### config.mk
export PLATFORM = sky130hd
export DESIGN_NAME = lsu_ctrl
export DESIGN_NICKNAME = d
export VERILOG_FILES = /design/src/rtl/lsu_ctrl_pkg.sv /design/src/rtl/lsu_ctrl_load_align.sv /design/src/rtl/lsu_ctrl.sv
export SDC_FILE = /design/constraint.sdc
export NUM_CORES = 1
export LEC_CHECK = 0
export BUFFER_PORTS_ARGS = -buffer_cell sky130_fd_sc_hd__buf_2
export CAP_MARGIN = 5
export CELL_PAD_IN_SITES_DETAIL_PLACEMENT = 1
export CELL_PAD_IN_SITES_GLOBAL_PLACEMENT = 1
export CORE_MARGIN = 4
export CORE_UTILIZATION = 25
export DETAILED_ROUTE_END_ITERATION = 16
export GPL_ROUTABILITY_DRIVEN = 0
export PLACE_DENSITY_LB_ADDON = 0.25
export SLEW_MARGIN = 20
export SYNTH_ARGS = -nofsm -noshare
export SYNTH_HDL_FRONTEND = slang
export SYNTH_SLANG_ARGS = --single-unit
### constraint.sdc
create_clock -name clk -period 5.2 [get_ports clk]
set_clock_uncertainty 0.1 [all_clocks]
set_input_delay 0 -clock clk [delete_from_list [all_inputs] [get_ports clk]]
set_output_delay 0 -clock clk [all_outputs]
set_load 0.01 [all_outputs]
### src/rtl/lsu_ctrl_pkg.sv
// lsu_ctrl_pkg: shared definitions for the load/store sequencer.
//   - funct3 width codes for loads and stores
//   - sequencer state encoding
//   - writeback mux selects (DTAMEM_SEL picks wb_load_data)
//   - access-size decode helpers shared by the top and the bench-facing logic
package lsu_ctrl_pkg;

  localparam logic [2:0] F3_LB  = 3'b000;
  localparam logic [2:0] F3_LH  = 3'b001;
  localparam logic [2:0] F3_LW  = 3'b010;
  localparam logic [2:0] F3_LBU = 3'b100;
  localparam logic [2:0] F3_LHU = 3'b101;
  localparam logic [2:0] F3_SB  = 3'b000;
  localparam logic [2:0] F3_SH  = 3'b001;
  localparam logic [2:0] F3_SW  = 3'b010;

  typedef enum logic [1:0] {
    ST_IDLE = 2'd0,
    ST_BUSY = 2'd1,
    ST_RESP = 2'd2
  } lsu_state_e;

  localparam logic [1:0] ALUOUT_SEL = 2'd0;
  localparam logic [1:0] PC_P_4_SEL = 2'd1;
  localparam logic [1:0] DTAMEM_SEL = 2'd2;

  typedef enum logic [1:0] {SZ_B, SZ_H, SZ_W} acc_size_e;

  // Op fields held for the whole access.
  typedef struct packed {
    logic       we;
    logic [2:0] funct3;
    logic [1:0] addr_lo;
  } lsu_op_t;

  // Illegal codes fall through to word; stores only know SB/SH.
  function automatic acc_size_e access_size(input logic is_load, input logic [2:0] f3);
    acc_size_e sz;
    sz = SZ_W;
    if (is_load) begin
      case (f3)
        F3_LB, F3_LBU: sz = SZ_B;
        F3_LH, F3_LHU: sz = SZ_H;
        default:       sz = SZ_W;
      endcase
    end else begin
      case (f3)
        F3_SB:   sz = SZ_B;
        F3_SH:   sz = SZ_H;
        default: sz = SZ_W;
      endcase
    end
    return sz;
  endfunction

  function automatic logic is_misaligned(input acc_size_e sz, input logic [1:0] lo);
    return ((sz == SZ_H) && lo[0]) || ((sz == SZ_W) && (lo != 2'b00));
  endfunction

endpackage

### src/rtl/lsu_ctrl_load_align.sv
// lsu_ctrl_load_align: combinational load alignment and extension.
//   rdata   - raw memory word
//   addr_lo - byte offset of the access
//   funct3  - load width code (illegal codes pass the word through)
//   result  - aligned, sign/zero-extended value
module lsu_ctrl_load_align
  import lsu_ctrl_pkg::*;
(
  input  logic [31:0] rdata,
  input  logic [1:0]  addr_lo,
  input  logic [2:0]  funct3,
  output logic [31:0] result
);

  logic [3:0][7:0] lanes;
  logic [7:0]      byte_v;
  logic [15:0]     half_v;

  always_comb begin
    lanes  = rdata;
    byte_v = lanes[addr_lo];
    // Halfwords are 2-byte aligned, so only addr_lo[1] picks the pair.
    half_v = {lanes[{addr_lo[1], 1'b1}], lanes[{addr_lo[1], 1'b0}]};
    case (funct3)
      F3_LB:   result = {{24{byte_v[7]}}, byte_v};
      F3_LH:   result = {{16{half_v[15]}}, half_v};
      F3_LBU:  result = {24'd0, byte_v};
      F3_LHU:  result = {16'd0, half_v};
      default: result = rdata;
    endcase
  end

endmodule

### src/rtl/lsu_ctrl.sv
// lsu_ctrl: load/store sequencer between EX, the data memory port and WB.
// One op in flight. IDLE accepts, BUSY holds the request until mem_ready,
// RESP pulses wb_valid. Misaligned ops pulse `misaligned` and never touch
// memory.
// Ports:
//   clk, rst_n                   - clock, async active-low reset
//   ex_*                         - op from execute (load wins if both flags)
//   mem_req/we/addr/wdata/be     - memory request, held stable in BUSY
//   mem_ready, mem_rdata         - memory completion and read word
//   stall                        - freezes IF/ID/EX during the access
//   wb_valid, wb_load_data       - completion pulse and held load result
//   misaligned, bus_error        - one-cycle exception pulses
// Optional: define LSU_TIMEOUT_EN to abort BUSY after TIMEOUT_CYCLES cycles
// without mem_ready (bus_error pulse). Without it bus_error is tied 0.
module lsu_ctrl
  import lsu_ctrl_pkg::*;
#(
  parameter int ADDR_W         = 32,
  parameter int TIMEOUT_CYCLES = 255
) (
  input  logic              clk,
  input  logic              rst_n,
  input  logic              ex_valid,
  input  logic              ex_is_load,
  input  logic              ex_is_store,
  input  logic [2:0]        ex_funct3,
  input  logic [ADDR_W-1:0] ex_addr,
  input  logic [31:0]       ex_store_data,
  output logic              mem_req,
  output logic              mem_we,
  output logic [ADDR_W-1:0] mem_addr,
  output logic [31:0]       mem_wdata,
  output logic [3:0]        mem_be,
  input  logic              mem_ready,
  input  logic [31:0]       mem_rdata,
  output logic              stall,
  output logic              wb_valid,
  output logic [31:0]       wb_load_data,
  output logic              misaligned,
  output logic              bus_error
);

  lsu_state_e state_q, state_d;
  lsu_op_t    op_q;
  acc_size_e  sz;
  logic       accept, mis, go, timeout;
  logic [3:0] be_d;
  logic [31:0] wdata_d, ld_result;

  always_comb begin
    sz      = access_size(ex_is_load, ex_funct3);
    mis     = is_misaligned(sz, ex_addr[1:0]);
    accept  = (state_q == ST_IDLE) && ex_valid && (ex_is_load || ex_is_store);
    go      = accept && !mis;
    be_d    = 4'b1111;
    wdata_d = '0;
    if (!ex_is_load) begin
      case (sz)
        SZ_B: begin
          be_d    = 4'b0001 << ex_addr[1:0];
          wdata_d = {4{ex_store_data[7:0]}};
        end
        SZ_H: begin
          be_d    = 4'b0011 << ex_addr[1:0];
          wdata_d = {2{ex_store_data[15:0]}};
        end
        default: begin
          be_d    = 4'b1111;
          wdata_d = ex_store_data;
        end
      endcase
    end
  end

  always_ff @(posedge clk or negedge rst_n) begin
    if (!rst_n) state_q <= ST_IDLE;
    else        state_q <= state_d;
  end

  // mem_req/stall/wb_valid decode from state so reset drops them at once.
  always_comb begin
    state_d  = state_q;
    mem_req  = 1'b0;
    stall    = 1'b0;
    wb_valid = 1'b0;
    case (state_q)
      ST_IDLE: begin
        if (go) begin
          state_d = ST_BUSY;
          stall   = 1'b1;
        end
      end
      ST_BUSY: begin
        mem_req = 1'b1;
        stall   = 1'b1;
        if (mem_ready)    state_d = ST_RESP;
        else if (timeout) state_d = ST_IDLE;
      end
      ST_RESP: begin
        wb_valid = 1'b1;
        state_d  = ST_IDLE;
      end
      default: state_d = ST_IDLE;
    endcase
  end

  lsu_ctrl_load_align u_load_align (
    .rdata   (mem_rdata),
    .addr_lo (op_q.addr_lo),
    .funct3  (op_q.funct3),
    .result  (ld_result)
  );

  assign mem_we = op_q.we;

  always_ff @(posedge clk or negedge rst_n) begin
    if (!rst_n) begin
      op_q         <= '0;
      mem_addr     <= '0;
      mem_wdata    <= '0;
      mem_be       <= '0;
      wb_load_data <= '0;
      misaligned   <= 1'b0;
    end else begin
      misaligned <= accept && mis;
      if (go) begin
        op_q      <= '{we: !ex_is_load, funct3: ex_funct3, addr_lo: ex_addr[1:0]};
        mem_addr  <= {ex_addr[ADDR_W-1:2], 2'b00};
        mem_wdata <= wdata_d;
        mem_be    <= be_d;
      end
      if ((state_q == ST_BUSY) && mem_ready && !op_q.we)
        wb_load_data <= ld_result;
    end
  end

`ifdef LSU_TIMEOUT_EN
  localparam int CNT_W = (TIMEOUT_CYCLES + 1 > 256) ? $clog2(TIMEOUT_CYCLES + 1) : 8;
  logic [CNT_W-1:0] to_cnt;

  // to_cnt == number of BUSY cycles already spent; the last allowed cycle
  // is the one where it reads TIMEOUT_CYCLES-1.
  always_ff @(posedge clk or negedge rst_n) begin
    if (!rst_n)                   to_cnt <= '0;
    else if (go)                  to_cnt <= '0;
    else if (state_q == ST_BUSY)  to_cnt <= to_cnt + CNT_W'(1);
  end

  assign timeout = (to_cnt == CNT_W'(TIMEOUT_CYCLES - 1));

  always_ff @(posedge clk or negedge rst_n) begin
    if (!rst_n) bus_error <= 1'b0;
    else        bus_error <= (state_q == ST_BUSY) && !mem_ready && timeout;
  end
`else
  logic unused_timeout_cfg;
  assign unused_timeout_cfg = (TIMEOUT_CYCLES == 0);
  assign timeout   = 1'b0;
  assign bus_error = 1'b0;
`endif

endmodule

== Yosys cells after proc, flatten, opt, wreduce, memory -nomap -nowiden ==
Index checks and enable logic that the tools add are counted.
Storage, ports and cells
  input port bits: 105
  logic and storage cells: 68
  register bits: 107
Cells by class
  equal/unequal tests: 12
  shifts and indexed selects: 2
  reductions and logical operators: 21
  order comparisons: 3
  muxes and demuxes: 21
Operators by type and width (count)
  32-bit one-hot mux with 4 select lines: 1
  32-bit one-hot mux with 2 select lines: 1
  8-bit 2-to-1 mux: 5
  32-bit 2-to-1 mux: 1
  8-bit binary-select mux with 2-bit select: 1
  3-bit == test (second input constant): 4
  2-bit one-hot mux with 2 select lines: 3
  2-bit by 3-bit less-than comparator with 1-bit output (second input constant): 3
  1-bit logical AND: 8
  4-bit one-hot mux with 2 select lines: 1
  3-bit by 1-bit == test with 1-bit output (second input constant): 2
  3-bit zero test: 2
  2-bit 2-to-1 mux: 3
  2-bit by 1-bit == test with 1-bit output (second input constant): 2
  2-bit == test (second input constant): 2
  2-bit zero test: 2
  4-bit 2-to-1 mux: 1
  2-bit != test (second input constant): 2
  2-bit OR reduction: 2
  1-bit by 2-bit left shift with 4-bit output (first input constant): 1
  2-bit by 2-bit left shift with 4-bit output (first input constant): 1
  1-bit zero test: 3
  1-bit 2-to-1 mux: 3
  1-bit logical OR: 2
  3 further kinds: 3

== Logic depth before layout (Yosys ltp) ==
  word-level depth: 11
  depth in mapped cells: 8
  mapped depth without buffers: 4

== By module ==
A second synthesis with hierarchy kept.
Unflattened totals
  cell total of the unflattened synthesis: 460
  area, all modules: 5696.7 um2
By module, submodules not included
  lsu_ctrl: cells an instance 342, times used 1, area each 4897.2 um2, seq. area each 2677.6 um2
  lsu_ctrl_load_align: cells an instance 118, times used 1, area each 799.5 um2, seq. area each 0.0 um2

== Worst setup path before layout ==
OpenSTA, ideal clock, no wires.
  path type: register to register
  from: reg state_q[0]
  to: reg op_q[2] (netlist bit)
  setup time: 128 ps
  setup slack: 3453 ps
  data required time: 4972 ps
  cell stages (with the launch flop): 7
  data arrival time: 1520 ps
  buffers on the path: 2
  cell sequence: dfrtp_1 nor2_1 o211ai_1 a221oi_4 buf_8 buf_8 mux2_1
On the way
  word-level cells in the longest chain between the ends: 4
Ends and longest elaborated chain
  start, declared: line lsu_ctrl.sv:43  | lsu_state_e state_q, state_d;
  start signal, assigned: line lsu_ctrl.sv:77  | else state_q <= state_d;
  2-bit zero test: line lsu_ctrl.sv:53  | accept = (state_q == ST_IDLE) && ex_valid && (ex_is_load || ex_is_store);
  1-bit logical AND (2 in series): line lsu_ctrl.sv:53
  1-bit logical AND: line lsu_ctrl.sv:54  | go = accept && !mis;
  end signal, assigned: line lsu_ctrl.sv:127  | op_q <= '{we: !ex_is_load, funct3: ex_funct3, addr_lo: ex_addr[1:0]};
  end, declared: line lsu_ctrl.sv:44  | lsu_op_t op_q;
No other way between the ends.
A chain may end at the register's enable or synchronous reset.

== Worst setup path in the final report ==
  from: reg op_q[2] (netlist bit)
  to: reg wb_load_data[5]
On the way
  word-level cells in the longest chain between the ends: 2
  elaborated cells on any way between the ends: 5
Ends and longest elaborated chain
  3-bit == test, or another cell as far along: line lsu_ctrl_load_align.sv:24  | case (funct3)
  32-bit one-hot mux with 4 select lines *: line lsu_ctrl_load_align.sv:24
  end signal, assigned: line lsu_ctrl.sv:133  | wb_load_data <= ld_result;
  end, declared: line lsu_ctrl.sv:38  | output logic [31:0] wb_load_data,
Mark *: on every way between the ends. The rest lies on a longest branch, timed or not.

==> results.json <==
{
  "postLayoutSetupSlackWorst_ns": 2.520,
  "hp-class": "in -> reg",
  "clk_path_buf_depth": 2,
  "cts.sink_count": 107,
  "min_from": "ex_store_data[12]",
  "io_pins": 211,
  "cts_buffers": 9,
  "relSlewSlack_pct": 33.76,
  "grt.overflow.total": 0,
  "yosys.area_share.adder_pct": 0.3554,
  "gr-usage-met2_pct": 26.36,
  "hpwl_um": 13930,
  "via_count": 4995,
  "drc": 0,
  "power_leakage_nw": 3.623,
  "async_reset_ff_share_pct": 100.0,
  "fmax_ghz": 0.3732,
  "core_um2": 22030,
  "h-tree-depth": 3,
  "clk_pin_slew_ns": 0.08,
  "cts_tree": "yes",
  "wl_um": 20140,
  "grt_pass1_wl_um": 30730,
  "cp.arrival_ns": 2.82,
  "multi_input_area_um2": 2651,
  "seqCellArea_um2": 2678,
  "post_cts_buffers": 0,
  "powerDensity_nw_per_um2": 402.4,
  "ys.flop_type": "dfrtp_1",
  "synth_mux_area_share_pct": 21.92,
  "syn_avg_cell_area_um2": 11.57,
  "setup-violations-final": 0,
  "synth_cell_type_count": 44,
  "nets": 856,
  "required_ns": 5.34,
  "period_share_pct": 51.53,
  "tightest_slew_ns": 0.9916,
  "drive_above_1_share_pct": 39.55,
  "yosysTopAreaCell": "dfrtp_1",
  "r2r_slack_ns": 2.52,
  "synth_top_area_share_pct": 47.53,
  "numPortBuffers": 207,
  "met3_usage_pct": 3.581,
  "vdd_ir_drop_max_mv": 0.1549,
  "outcome": "finished, final reports clean",
  "drv_cap": 0,
  "rows": 54,
  "synth_common_cells": "107 x dfrtp_1, 58 x a21oi_1, 50 x mux2_4, 30 x o21ai_0, 23 x clkbuf_1",
  "fin_crit_ns": 2.680,
  "ys_seq_elements": 107,
  "setup.worst_path.end_class": "flip-flop",
  "met1_usage_pct": 21.31,
  "yosys_warnings": 0,
  "drt_iter0_markers": 203,
  "die-area_um2": 25000,
  "cts_resized": 0,
  "final_hold_viol_count": 0,
  "r2r_start": "op_q[2]",
  "start_util_pct": 25.57,
  "synth_most_common_cell": "dfrtp_1",
  "synth_xor_area_share_pct": 0,
  "synth.yosys.seq_area_share_pct": 47.53,
  "die_w_um": 158.1,
  "synth_compound_area_share_pct": 17.08,
  "vias_per_cell": 4.817,
  "setup.worst_path.start_class": "flip-flop",
  "first_pass_iters": 4,
  "crit_start": "op_q[2]",
  "first_global_vias": 5313,
  "antenna_found_initial": 0,
  "dieHeight_um": 158.1,
  "clk_latency_ns": 0.35,
  "busiest_layer": "met2",
  "wl_per_cell_um": 19.42,
  "synth_area_um2": 5633,
  "synth_top_family_by_area": "multiplexers",
  "grt_max_degree": 69,
  "yosys.area_share.simple_pct": 7.241,
  "worst-path-max-fanout": 17,
  "synth_cells": 487,
  "postCtsHoldBufs": 79,
  "synth_edf_count": 0,
  "synthTopCellsByArea": "dfrtp_1 48%, mux2_4 13%, a21oi_1 5.2%, mux2_1 3.6%, mux2i_1 3.2%",
  "finalMaxSlewViolations": 0,
  "root_buffer": "clkbuf_16",
  "ant_nets": 0,
  "r2r_cells": 5,
  "rsz0062_at_grt": "false",
  "hold_depth": 4,
  "critPathKind": "reg -> reg",
  "grt_use_total_pct": 15.75,
  "setup-tns-final_ns": 0,
  "post-place-ws_ns": 2.718,
  "areaGrowthSynthToFinish_pct": 39.98,
  "num-fill-cells": 2514
}
==> worst paths after layout <==
path | endpoint
max | wb_load_data[5]
min | mem_wdata[12]
max reg2reg | wb_load_data[5]
min reg2reg | mem_addr[30]
max in group asynchronous | mem_wdata[14]
min in group asynchronous | wb_load_data[8]
==> logic make-up after synthesis <==
group / after synthesis
and+or+nand+nor: 73
other: 1
muxes: 94
adders and majority gates: 2
buffers and inverters: 52
DFF: 107
AOI/OAI and AO/OA: 158
==> power by group <==
part | switching (mW) | internal, mW | total, mW
clock | 0.340 | 0.329 | 0.668
sequential | 0.209 | 1.10 | 1.31
combinational | 0.579 | 0.617 | 1.20
total | 1.13 | 2.05 | 3.17
==> flip-flops by register name (all words and copies together) (netlist names) <==
name / flops
state_q: 2
mem_wdata: 32
mem_addr: 30
mem_be: 4
wb_load_data: 32
misaligned: 1
mem_we: 1
op_q: 5
==> metal layers <==
metal	wire length, µm	vias to the layer above
met5	0	-
met4	126	0
met3	1180	9
met2	9761	171
met1	9075	2514
li1	-	2301
==> cells in the final DEF (no fill, tap or decap), drive strengths merged, types with 12 or more instances in the layout <==
master,n
dlygate4sd3,79
o211ai,18
mux2,75
a21oi,58
o21ai,49
dfrtp,107
nor2,12
mux2i,18
nand3,16
buf,216
==> worst max-delay path: stages, from the launching register on <==
cell	delay, ns
dfrtp_1	0.61
nand2b_1	0.72
mux2i_1	0.31
o21ai_1	0.09
o22a_1	0.17
dlygate4sd3_1	0.55
==> through the flow <==
step / total power, mW / area, µm² / cells / hold slack (ns) / util, %
5_1_grt: 3.385 / 7883 / 1036 / 0.01534 / 35.79
6_report: 3.173 / 7885 / 1037 / 0.01506 / 35.80
3_5_place_dp: 2.456 / 6815 / 941 / 0.1053 / 30.94
4_1_cts: 3.212 / 7883 / 1036 / 0.0009605 / 35.79
2_1_floorplan: 1.956 / 5640 / 489 / -0.3956 / -
3_3_place_gp: 2.424 / 6815 / 941 / 0.09154 / 30.94
==> layout make-up <==
type	instances	share of cell area, %
well taps	280	4.443
diodes	1	0.03174
multi-input cells	330	33.62
flip-flops and latches	107	33.96
inverters	8	0.3808
clock inverters	7	0.6506
repair buffers	295	24.06
clock buffers	9	2.856
No activity file was read; power rests on OpenSTA's default activity.
